$ cat src/rtl/atm_keypad_frontend_pkg.sv
// Shared definitions for the ATM keypad front end.
//   - fe_state_e : front-end state encodings (driven out on fe_state)
//   - op_e       : operation codes carried on the request
//   - KEY_*      : keypad control key codes
//   - is_digit() : true for key codes 0-9
package atm_keypad_frontend_pkg;

    typedef enum logic [2:0] {
        S_ACC    = 3'd0,
        S_PIN    = 3'd1,
        S_OP     = 3'd2,
        S_AMT    = 3'd3,
        S_NEWPIN = 3'd4,
        S_REQ    = 3'd5
    } fe_state_e;

    typedef enum logic [2:0] {
        OP_NONE       = 3'd0,
        OP_BALANCE    = 3'd1,
        OP_WITHDRAW   = 3'd2,
        OP_DEPOSIT    = 3'd3,
        OP_CHANGE_PIN = 3'd4,
        OP_EXIT       = 3'd5
    } op_e;

    localparam logic [3:0] KEY_ENTER  = 4'hA;
    localparam logic [3:0] KEY_CLEAR  = 4'hB;
    localparam logic [3:0] KEY_CANCEL = 4'hC;

    // Number of BCD digits in a PIN field.
    localparam int BCD_DIGITS = 4;

    function automatic logic is_digit(input logic [3:0] k);
        return (k <= 4'd9);
    endfunction

endpackage

$ cat src/rtl/atm_keypad_frontend_if.sv
// Request bus between the keypad front end and the ATM controller.
//   req_valid  : request pending (front end -> controller)
//   req_ready  : controller accepts the request (controller -> front end)
//   operation, acc_num, pin, newPin, amount : request fields, stable while
//                req_valid is high
// Modports: master = front end, slave = ATM controller.
interface atm_keypad_frontend_if;

    logic        req_valid;
    logic        req_ready;
    logic [2:0]  operation;
    logic [3:0]  acc_num;
    logic [15:0] pin;
    logic [15:0] newPin;
    logic [15:0] amount;

    modport master (
        output req_valid, operation, acc_num, pin, newPin, amount,
        input  req_ready
    );

    modport slave (
        input  req_valid, operation, acc_num, pin, newPin, amount,
        output req_ready
    );

endinterface

$ cat src/rtl/atm_keypad_frontend_bcd_field_entry.sv
// bcd_field_entry: 4-digit packed-BCD shift register with a digit counter.
//   clk, rst : clock, synchronous active-high reset
//   clr      : zero the value and the counter (wins over load)
//   load     : shift digit in at the low nibble; ignored once full
//   digit    : BCD digit to shift in
//   value    : packed digits, first-entered digit ends up in [15:12]
//   full     : four digits have been entered
module bcd_field_entry
    import atm_keypad_frontend_pkg::*;
(
    input  logic        clk,
    input  logic        rst,
    input  logic        clr,
    input  logic        load,
    input  logic [3:0]  digit,
    output logic [15:0] value,
    output logic        full
);

    logic [15:0] value_q, value_d;
    logic [2:0]  cnt_q, cnt_d;

    assign full  = (cnt_q == 3'(BCD_DIGITS));
    assign value = value_q;

    always_comb begin
        value_d = value_q;
        cnt_d   = cnt_q;
        if (clr) begin
            value_d = '0;
            cnt_d   = '0;
        end else if (load && !full) begin
            value_d = {value_q[11:0], digit};
            cnt_d   = cnt_q + 3'd1;
        end
    end

    always_ff @(posedge clk) begin
        if (rst) begin
            value_q <= '0;
            cnt_q   <= '0;
        end else begin
            value_q <= value_d;
            cnt_q   <= cnt_d;
        end
    end

endmodule

$ cat src/rtl/atm_keypad_frontend.sv
// atm_keypad_frontend: collects keypad strokes into one ATM request
// (account, PIN, operation, amount, new PIN) and presents it on a
// valid/ready bus. Account and PIN persist across operations until
// EXIT or CANCEL.
// Ports:
//   clk, rst            : clock, synchronous active-high reset
//   key_valid, key_code : one-cycle key strobe and code (0-9, A ENTER,
//                         B CLEAR, C CANCEL, others ignored)
//   req_if (master)     : request bus, see atm_keypad_frontend_if
//   entry_err           : one-cycle pulse on a rejected key
//   fe_state            : current state for display
//   timeout             : one-cycle pulse on inactivity abort
// Optional feature: define ATM_TIMEOUT_EN to build the inactivity counter
// (TIMEOUT_CYCLES); otherwise timeout is constant 0.
module atm_keypad_frontend
    import atm_keypad_frontend_pkg::*;
#(
    parameter logic [15:0] MAX_AMOUNT     = 16'd9999,
    parameter int unsigned TIMEOUT_CYCLES = 1000
) (
    input  logic                  clk,
    input  logic                  rst,
    input  logic                  key_valid,
    input  logic [3:0]            key_code,
    atm_keypad_frontend_if.master req_if,
    output logic                  entry_err,
    output logic [2:0]            fe_state,
    output logic                  timeout
);

    fe_state_e   state_q, state_d;
    logic [3:0]  acc_q, acc_d;
    logic        acc_ok_q, acc_ok_d;
    logic [2:0]  op_q, op_d;
    logic [15:0] amt_q, amt_d;
    logic        req_valid_q, req_valid_d;
    logic        entry_err_q, entry_err_d;
    logic        timeout_q, timeout_d;

    logic        pin_clr, pin_ld, pin_full;
    logic        npin_clr, npin_ld, npin_full;
    logic [15:0] pin_val, npin_val;

    logic        key_digit, key_enter, key_clear, key_cancel;
    logic        handshake, expire, clear_all;
    logic [19:0] amt_calc;

    assign key_digit  = key_valid && is_digit(key_code);
    assign key_enter  = key_valid && (key_code == KEY_ENTER);
    assign key_clear  = key_valid && (key_code == KEY_CLEAR);
    assign key_cancel = key_valid && (key_code == KEY_CANCEL);
    assign handshake  = req_valid_q && req_if.req_ready;

    // Widened so an overflowing fifth digit can be detected and rejected.
    assign amt_calc = ({4'd0, amt_q} * 20'd10) + {16'd0, key_code};

    bcd_field_entry u_pin (
        .clk   (clk),
        .rst   (rst),
        .clr   (pin_clr),
        .load  (pin_ld),
        .digit (key_code),
        .value (pin_val),
        .full  (pin_full)
    );

    bcd_field_entry u_newpin (
        .clk   (clk),
        .rst   (rst),
        .clr   (npin_clr),
        .load  (npin_ld),
        .digit (key_code),
        .value (npin_val),
        .full  (npin_full)
    );

`ifdef ATM_TIMEOUT_EN
    localparam int TW = $clog2(TIMEOUT_CYCLES + 1);
    localparam logic [TW-1:0] TMO_LAST = TW'(TIMEOUT_CYCLES - 1);

    logic [TW-1:0] tmo_cnt_q, tmo_cnt_d;
    logic          tmo_hold;

    // Idle time only counts once a session has something worth aborting
    // and nothing is waiting on the controller. A key on the expiry cycle
    // holds the counter, so the key wins.
    assign tmo_hold  = key_valid || handshake || (state_q == S_REQ) ||
                       ((state_q == S_ACC) && !acc_ok_q);
    assign expire    = !tmo_hold && (tmo_cnt_q == TMO_LAST);
    assign tmo_cnt_d = (tmo_hold || expire) ? '0 : tmo_cnt_q + TW'(1);

    always_ff @(posedge clk) begin
        if (rst) tmo_cnt_q <= '0;
        else     tmo_cnt_q <= tmo_cnt_d;
    end
`else
    localparam int unsigned unused_timeout_cycles = TIMEOUT_CYCLES;
    assign expire = 1'b0;
`endif

    always_comb begin
        state_d     = state_q;
        acc_d       = acc_q;
        acc_ok_d    = acc_ok_q;
        op_d        = op_q;
        amt_d       = amt_q;
        entry_err_d = 1'b0;
        timeout_d   = 1'b0;
        pin_clr     = 1'b0;
        pin_ld      = 1'b0;
        npin_clr    = 1'b0;
        npin_ld     = 1'b0;
        clear_all   = 1'b0;

        if (expire) begin
            clear_all = 1'b1;
            timeout_d = 1'b1;
        end else if (state_q == S_REQ) begin
            // Keys are dropped here; only the handshake moves us on.
            if (handshake) begin
                if (op_q == OP_EXIT) begin
                    clear_all = 1'b1;
                end else begin
                    op_d     = OP_NONE;
                    amt_d    = '0;
                    npin_clr = 1'b1;
                    state_d  = S_OP;
                end
            end
        end else if (key_cancel) begin
            clear_all = 1'b1;
        end else if (key_valid) begin
            unique case (state_q)
                S_ACC: begin
                    if (key_digit) begin
                        acc_d    = key_code;
                        acc_ok_d = 1'b1;
                    end else if (key_enter) begin
                        if (acc_ok_q) state_d = S_PIN;
                        else          entry_err_d = 1'b1;
                    end else if (key_clear) begin
                        acc_d    = '0;
                        acc_ok_d = 1'b0;
                    end
                end
                S_PIN: begin
                    if (key_digit) begin
                        if (pin_full) entry_err_d = 1'b1;
                        else          pin_ld = 1'b1;
                    end else if (key_enter) begin
                        if (pin_full) state_d = S_OP;
                        else          entry_err_d = 1'b1;
                    end else if (key_clear) begin
                        pin_clr = 1'b1;
                    end
                end
                S_OP: begin
                    if (key_digit) begin
                        if (key_code >= 4'd1 && key_code <= 4'd5) op_d = key_code[2:0];
                        else                                      entry_err_d = 1'b1;
                    end else if (key_enter) begin
                        case (op_q)
                            OP_BALANCE, OP_EXIT:     state_d = S_REQ;
                            OP_WITHDRAW, OP_DEPOSIT: state_d = S_AMT;
                            OP_CHANGE_PIN:           state_d = S_NEWPIN;
                            default:                 entry_err_d = 1'b1;
                        endcase
                    end else if (key_clear) begin
                        op_d = OP_NONE;
                    end
                end
                S_AMT: begin
                    if (key_digit) begin
                        if (amt_calc <= {4'd0, MAX_AMOUNT}) amt_d = amt_calc[15:0];
                        else                                entry_err_d = 1'b1;
                    end else if (key_enter) begin
                        if (amt_q == '0) entry_err_d = 1'b1;
                        else             state_d = S_REQ;
                    end else if (key_clear) begin
                        amt_d = '0;
                    end
                end
                S_NEWPIN: begin
                    if (key_digit) begin
                        if (npin_full) entry_err_d = 1'b1;
                        else           npin_ld = 1'b1;
                    end else if (key_enter) begin
                        if (npin_full) state_d = S_REQ;
                        else           entry_err_d = 1'b1;
                    end else if (key_clear) begin
                        npin_clr = 1'b1;
                    end
                end
                default: ;
            endcase
        end

        if (clear_all) begin
            state_d  = S_ACC;
            acc_d    = '0;
            acc_ok_d = 1'b0;
            op_d     = OP_NONE;
            amt_d    = '0;
            pin_clr  = 1'b1;
            npin_clr = 1'b1;
        end

        req_valid_d = (state_d == S_REQ);
    end

    always_ff @(posedge clk) begin
        if (rst) begin
            state_q     <= S_ACC;
            acc_q       <= '0;
            acc_ok_q    <= 1'b0;
            op_q        <= '0;
            amt_q       <= '0;
            req_valid_q <= 1'b0;
            entry_err_q <= 1'b0;
            timeout_q   <= 1'b0;
        end else begin
            state_q     <= state_d;
            acc_q       <= acc_d;
            acc_ok_q    <= acc_ok_d;
            op_q        <= op_d;
            amt_q       <= amt_d;
            req_valid_q <= req_valid_d;
            entry_err_q <= entry_err_d;
            timeout_q   <= timeout_d;
        end
    end

    assign req_if.req_valid = req_valid_q;
    assign req_if.operation = op_q;
    assign req_if.acc_num   = acc_q;
    assign req_if.pin       = pin_val;
    assign req_if.newPin    = npin_val;
    assign req_if.amount    = amt_q;
    assign entry_err        = entry_err_q;
    assign fe_state         = state_q;
    assign timeout          = timeout_q;

endmodule

$ cat src/flat_wrapper.sv
// flat-port wrapper written by rule: the top's interface ports become plain ports
module atm_keypad_frontend_flat import atm_keypad_frontend_pkg::*;
#(
    parameter logic [15:0] MAX_AMOUNT     = 16'd9999,
    parameter int unsigned TIMEOUT_CYCLES = 1000
)
  (clk, rst, key_valid, key_code, entry_err, fe_state, timeout, req_if_req_valid, req_if_operation, req_if_acc_num, req_if_pin, req_if_newPin, req_if_amount, req_if_req_ready);
  atm_keypad_frontend_if req_if_i ();
  input  logic clk;
  input  logic rst;
  input  logic key_valid;
  input  logic [3:0] key_code;
  output logic entry_err;
  output logic [2:0] fe_state;
  output logic timeout;
  output wire logic [$bits(req_if_i.req_valid)-1:0] req_if_req_valid;
  output wire logic [$bits(req_if_i.operation)-1:0] req_if_operation;
  output wire logic [$bits(req_if_i.acc_num)-1:0] req_if_acc_num;
  output wire logic [$bits(req_if_i.pin)-1:0] req_if_pin;
  output wire logic [$bits(req_if_i.newPin)-1:0] req_if_newPin;
  output wire logic [$bits(req_if_i.amount)-1:0] req_if_amount;
  input wire logic [$bits(req_if_i.req_ready)-1:0] req_if_req_ready;
  assign req_if_req_valid = req_if_i.req_valid;
  assign req_if_operation = req_if_i.operation;
  assign req_if_acc_num = req_if_i.acc_num;
  assign req_if_pin = req_if_i.pin;
  assign req_if_newPin = req_if_i.newPin;
  assign req_if_amount = req_if_i.amount;
  assign req_if_i.req_ready = req_if_req_ready;
  atm_keypad_frontend #(.MAX_AMOUNT(MAX_AMOUNT), .TIMEOUT_CYCLES(TIMEOUT_CYCLES)) u_core (.clk(clk), .rst(rst), .key_valid(key_valid), .key_code(key_code), .req_if(req_if_i), .entry_err(entry_err), .fe_state(fe_state), .timeout(timeout));
endmodule
$ cat config.mk
export PLATFORM = sky130hd
export DESIGN_NAME = atm_keypad_frontend_flat
export DESIGN_NICKNAME = d
export VERILOG_FILES = /design/src/rtl/atm_keypad_frontend_pkg.sv /design/src/rtl/atm_keypad_frontend_if.sv /design/src/rtl/atm_keypad_frontend_bcd_field_entry.sv /design/src/rtl/atm_keypad_frontend.sv /design/src/flat_wrapper.sv
export SDC_FILE = /design/constraint.sdc
export NUM_CORES = 1
export LEC_CHECK = 0
export ABC_AREA = 1
export CORE_UTILIZATION = 52
export CTS_BUF_LIST = sky130_fd_sc_hd__clkbuf_8
export CTS_CLUSTER_DIAMETER = 100
export DETAILED_ROUTE_END_ITERATION = 8
export PLACE_DENSITY = 0.79
export SYNTH_ARGS = -nofsm -noshare
export SYNTH_HDL_FRONTEND = slang
export SYNTH_SLANG_ARGS = --single-unit
export TNS_END_PERCENT = 50
$ cat constraint.sdc
create_clock -name clk -period 3.08 [get_ports clk]
set_input_delay 0.616 -clock clk [delete_from_list [all_inputs] [get_ports clk]]
set_output_delay 0.616 -clock clk [all_outputs]
set_load 0.01 [all_outputs]
Yosys cells after proc, flatten, opt, wreduce, memory -nomap -nowiden
Cells that the tools add are included.
{ "totals": {"mem_bits_rw": 0, "mem_count": 0, "latch_bits": 0, "input_bits": 8, "output_inout_bits": 61, "register_bits": 67, "word_cells": 169, "rom_bits": 0} }
{ "op_classes": {"eq_ne": 23, "reduce_logical": 27, "bitwise": 3, "div_mod_pow": 0, "order_cmp": 4, "muxes": 97, "shifts": 0, "mul": 1, "addsub": 3} }
{ "ops": {"columns": ["operator", "n"], "rows": [
  ["16-bit two-way mux", 10],
  ["3-bit two-way mux", 30],
  ["1-bit two-way mux", 51],
  ["3-bit equality test (second input constant)", 7],
  ["20-bit by 4-bit adder with 20-bit output", 1],
  ["20-bit by 14-bit less-or-equal comparator with 1-bit output (second input constant)", 1],
  ["16-bit by 3-bit multiplier with 19-bit output (second input constant)", 1],
  ["16-bit zero test", 1],
  ["8-bit AND reduction", 2],
  ["3-bit case mux with 5 select lines", 1],
  ["3-bit by 2-bit equality test with 1-bit output (second input constant)", 4],
  ["4-bit equality test (second input constant)", 3],
  ["4-bit two-way mux", 3],
  ["2-bit OR reduction", 5],
  ["3-bit case mux with 3 select lines", 1],
  ["1-bit logical AND", 8],
  ["2-bit nonzero test", 4],
  ["3-bit by 1-bit adder with 3-bit output (second input constant)", 2],
  ["3-bit by 1-bit equality test with 1-bit output (second input constant)", 2],
  ["3-bit inequality test (second input constant)", 2],
  ["6-bit AND reduction", 1],
  ["1-bit case mux with 5 select lines", 1],
  ["5-bit OR reduction", 1],
  ["4-bit by 1-bit >= comparator with 1-bit output (second input constant)", 1],
  ["10 further kinds", 15]
]} }

Logic depth before layout (Yosys ltp)
Gate-level depths: netlist of the first run.
{ "logic_depth": {"depth_word": 11, "ltp_mapped": 24, "depth_no_buf": 23} }

Hierarchy
Synthesis of the first run repeated with hierarchy kept, for this count alone.
{ "hier_totals": {"cells_unflattened": 854, "area_unflattened_um2": 5315.1} }
{ "modules_own_cells": {"columns": ["module", "area_per_inst_um2", "n_inst", "cells_per_inst"], "rows": [
  ["atm_keypad_frontend", 3373.2, 1, 588],
  ["bcd_field_entry", 970.9, 2, 133]
]} }

Worst setup path after synthesis of the first run
Ideal clock, no wire load.
{ "synth_path": {"path_type": "register to register", "from": "register u_core.amt_q[1], in the netlist u_core.req_if.amount[1]", "to": "register u_core.amt_q[11], in the netlist u_core.req_if.amount[11]", "required_time_ns": 2.967, "path_stages_with_launch": 22, "arrival_ns": 2.983, "synth_period_minus_slack_ns": 3.096, "setup_slack_ns": -0.016, "cell_sequence": "dfxtp_1 -> ha_1 -> ha_1 -> fa_1 -> xor2_1 -> inv_2 -> nor2_2 -> nand2_2 -> nor2_4 -> nand2_1 -> nand2_1 -> nand3_1 -> nor2_1 -> nand2_1 -> nor2_1 -> nor2_1 -> nand4_1 -> nand2_1 -> buf_6 -> buf_12 -> a21oi_2 -> nor2_1"} }
{ "synth_via": {"elab_chain_cells": 8} }
{ "synth_lines": {"columns": ["element", "line_no", "source"], "rows": [
  ["from (decl)", "atm_keypad_frontend.sv:35", "logic [15:0] amt_q, amt_d;"],
  ["from (signal assigned)", "atm_keypad_frontend.sv:226", "amt_q <= amt_d;"],
  ["16-bit by 3-bit multiplier with 19-bit output *", "atm_keypad_frontend.sv:55", "assign amt_calc = ({4'd0, amt_q} * 20'd10) + {16'd0, key_code};"],
  ["20-bit by 4-bit adder with 20-bit output *", "atm_keypad_frontend.sv:55", null],
  ["branches (longest 6 deep; another with 20-bit by 14-bit less-or-equal comparator with 1-bit output)", null, null]
]} }
Every way passes the cells marked *. The select of a mux whose other input is x is not followed.
A chain may end at the register's enable or synchronous reset.

Final worst setup path of the first run
{ "layout_path": {"from": "register u_core.amt_q[3], in the netlist u_core.req_if.amount[3]", "to": "register u_core.amt_q[7], in the netlist u_core.req_if.amount[7]"} }
The elaborated chain is that of the path after synthesis.

==> impl_metrics.csv, run 1 <==
group,metric,value,unit
routing,routed_wl,16.58,mm
yosys,syn-cell-area,4877,um2
timing,slew_headroom,50.99,%
yosys,synthSimpleGateAreaFrac,41.43,%
yosys,synth_cells,764,
cells_and_area,multi_input_comb_area,3547,um2
critical_path,crit_required,3.34,ns
pwr,p_total,1721,uW
pwr,powerDensity,249.3,nW/um2
timing,worst_slack,-0.2713,ns
routing,first_pass_iters,8,
clock_network,clkLatencyLatePin,0.36,ns
floorplan,die_y,98.85,um
cells_and_area,area_growth,41.56,%
floorplan,dieArea,9770,um2
cells_and_area,final_cells,1011,
yosys,avgSynthCellArea,6.384,um2
grt,grt_max_degree,33,
yosys,synthArstFlopShare,0,%
floorplan,rows,34,
yosys,synth.most_common_cell,"nand2_1",
placed_design,place.gp.congestion,0.9709,
hold_path,hp-class,"reg2reg",
yosys,synth_top_family_by_area,"simple AND/OR/NAND/NOR gates",
cells_and_area,fin_nets,943,
grt,grt_pass1_vias,5327,
critical_path,path_class,"reg2reg",
status,outcome,"complete, but fails checks",
yosys,synth_top_area_share,27.50,%
critical_path,cp.arrival,3.61,ns
yosys,synth_seq_cells,67,
cells_and_area,drive_gt1_share,24.14,%
clock_network,cts_max_path_buffers,2,
floorplan,design.core.area,8891,um2
clock_network,cts_root_buf,"clkbuf_8",
placed_design,placed_area,6072,um2
grt,antenna_found_initial,0,
yosys,yosys_most_used_dff,"dfxtp_1",
clock_network,htree_levels,3,
yosys,synth_compound_area_share,11.16,%
grt,met3_usage,5.461,%
routing,initialDrtViolationCount,506,
routing,drc,0,
pwr,p_leak,0.002961,uW
yosys,synth_seq_area_share,27.50,%
yosys,synth_edf_count,0,
timing,max_freq,0.2984,GHz
yosys,netlist_top_cells_area,"dfxtp_1, nand2_1, ha_1, nand3_1, a21oi_1",
clock_network,numCtsBuffers,9,
timing,maxSlewViolCount,0,
timing,finalSetupViolations,17,
floorplan,die_w,98.85,um
clock_network,cts_tree,"done",
grt,met1_usage,39.39,%
placed_design,dp_hpwl,10.86,mm
yosys,synth-adder-area-share,9.800,%
job,max_cap_viol_count,0,
yosys,muxShareOfSynthArea,0,%
cells_and_area,seq_area,1358,um2
floorplan,io_pins,69,
critical_path,crit_path_start_kind,"register",
timing,fin_crit,3.351,ns
grt,grt_pass1_wl,24.43,mm
routing,via_per_inst,5.887,
yosys,synthTopCellsByCount,"nand2_1, inv_1, nor2_1",
clock_network,cts_sinks,67,
yosys,synth_top_area_cell,"dfxtp_1",
cells_and_area,post-route-cell-area,6904,um2
timing,worst_pin_slew,0.7334,ns
routing,avgRoutedWirePerCell,16.39,um
status,violations,"negative setup slack",
clock_network,clkTransAtPathRegs,0.09,ns
yosys,synth_nets,809,
placed_design,dp_cells,977,
yosys,synth_xor_area_share,1.257,%
critical_path,crit_fanout,6,
placed_design,pre_cts_ws,-0.3085,ns
placed_design,port_buffers,67,
timing,finClkSkew,0.01518,ns
routing,drtAntennaViolNets,0,
cells_and_area,n_antenna_cell,0,
timing,min_period_over_period,108.8,%
grt,groute.layer.met2.usage,51.64,%
cells_and_area,fill_cells,670,
yosys,synth_cell_types,38,
grt,grt_overflow,0,
routing,vias,5952,
timing,rsz0062_at_grt,"true",
cells_and_area,post-route-util,77.65,%
grt,grt_busiest_layer,"met2",
yosys,ys_warn_count,0,
critical_path,crit_path_end_kind,"register",
grt,track_usage,30.70,%
pwr,peakVddDrop,0.2616,mV
timing,final-hold-violation-count,0,
floorplan,start_util,54.86,%
clock_network,postCtsHoldBufs,0,
==> kinds of logic after synthesis <==
kind of cell             after synthesis
other                                  1
AO/OA/AOI/OAI                         96
XOR/XNOR                               7
AND/OR/NAND/NOR                      451
flip-flops                            67
adder cells (fa/ha/maj)               37
buffers and inverters                105
==> layer usage <==
layer | vias up | wire, um
li1 | 2774 | -
met1 | 2793 | 6971
met2 | 321 | 7818
met3 | 64 | 1221
met4 | 0 | 563
met5 | - | 0
==> area by class of cell <==
cell class	count	area share [%]
Clock buffer	9	1.794
Timing Repair Buffer	145	19.59
Sequential cell	67	19.66
Clock inverter	7	1.105
Tap cell	108	1.957
Inverter	83	4.513
Multi-Input combinational cell	592	51.38
==> worst max-delay path, stage by stage (launching register included) <==
cell       delay (ns)
dfxtp_2          0.35
buf_4            0.16
ha_4             0.25
ha_4             0.33
nand2_1          0.14
nand3_2          0.19
nand2_2          0.12
nand2_4          0.13
nand4_1          0.17
nor2_4           0.21
nand2_2          0.09
nand2_4          0.08
inv_2            0.04
nand2_2          0.06
nand2_2          0.06
nor2_2           0.11
nand4_1          0.16
nand2_4          0.20
clkbuf_16        0.18
nand3_1          0.08
nand2_1          0.09
nor2_1           0.05
==> registers in the layout (all words and copies together), names as in the netlist <==
register	cells
u_core.req_if.amount	16
u_core.fe_state	3
u_core.req_if.acc_num	4
u_core.entry_err	1
u_core.u_newpin.value	16
u_core.u_pin.cnt_q	3
u_core.acc_ok_q	1
u_core.req_if.operation	3
u_core.req_if.req_valid	1
u_core.u_newpin.cnt_q	3
u_core.u_pin.value	16
==> stage by stage <==
stage	hold slack [ns]	setup TNS, ns
final	0.4662	-3.567
after detailed placement	0.4606	-4.510
after global placement	0.4457	-3.397
after CTS	0.4706	-0.09276
after floorplan	0.4577	0
after global routing	0.4876	-4.915
==> worst paths after layout <==
| kind | startpoint | end | slack [ns] | depth (start not counted) |
|---|---|---|---|---|
| max | u_core.req_if.amount[3] | u_core.req_if.amount[7] | -0.27 | 21 |
| min | u_core.u_newpin.value[13] | u_core.u_newpin.value[13] | 0.47 | 2 |
| max reg2reg | u_core.req_if.amount[3] | u_core.req_if.amount[7] | -0.27 | 21 |
| min reg2reg | u_core.u_newpin.value[13] | u_core.u_newpin.value[13] | 0.47 | 2 |
==> what timing repair did <==
action                                  4_1_cts  5_1_grt
endpoints found under the setup margin       17       17
pin swaps                                     5       42
cloned                                        1        3
gates resized for setup                      40       74
buffers inserted                              5       10
==> placed cells by master, fill, tap and decap left out, types with 10 or more instances in the layout <==
| cell | Yosys | layout |
|---|---|---|
| nand2_2 | 7 | 32 |
| nor2_1 | 70 | 62 |
| a21oi_2 | 11 | 17 |
| nand2b_1 | 14 | 14 |
| dfxtp_1 | 67 | 60 |
| nand4_1 | 28 | 28 |
| nand3_2 | 2 | 13 |
| nor2_4 | 2 | 10 |
| ha_1 | 35 | 25 |
| clkdlybuf4s50_1 | 0 | 67 |
| buf_4 | 2 | 69 |
| o21ai_0 | 12 | 12 |
| nand2_1 | 222 | 190 |
| inv_1 | 76 | 73 |
| nand3_1 | 69 | 55 |
| a21oi_1 | 62 | 55 |
==> power breakdown <==
| part | total, uW | switching (uW) | internal [uW] | leakage, uW |
|---|---|---|---|---|
| logic | 98.5 | 63.9 | 34.5 | 0.00232 |
| registers | 865 | 0.930 | 864 | 0.000544 |
| clock network | 758 | 379 | 379 | 0.0000962 |
| total | 1720 | 444 | 1280 | 0.00296 |
(Power assumes the default switching activity.)
==> run 2, diff against run 1 <==
--- a/config.mk
+++ b/config.mk
@@ -6,9 +6,11 @@
 export NUM_CORES = 1
 export LEC_CHECK = 0
 export ABC_AREA = 1
+export CAP_MARGIN = 20
 export CORE_UTILIZATION = 52
 export CTS_BUF_LIST = sky130_fd_sc_hd__clkbuf_8
 export CTS_CLUSTER_DIAMETER = 100
+export CTS_CLUSTER_SIZE = 40
 export DETAILED_ROUTE_END_ITERATION = 8
 export PLACE_DENSITY = 0.79
 export SYNTH_ARGS = -nofsm -noshare
==> results of run 2 <==
Final layout, timing and power as in run 1 (identical DEF).
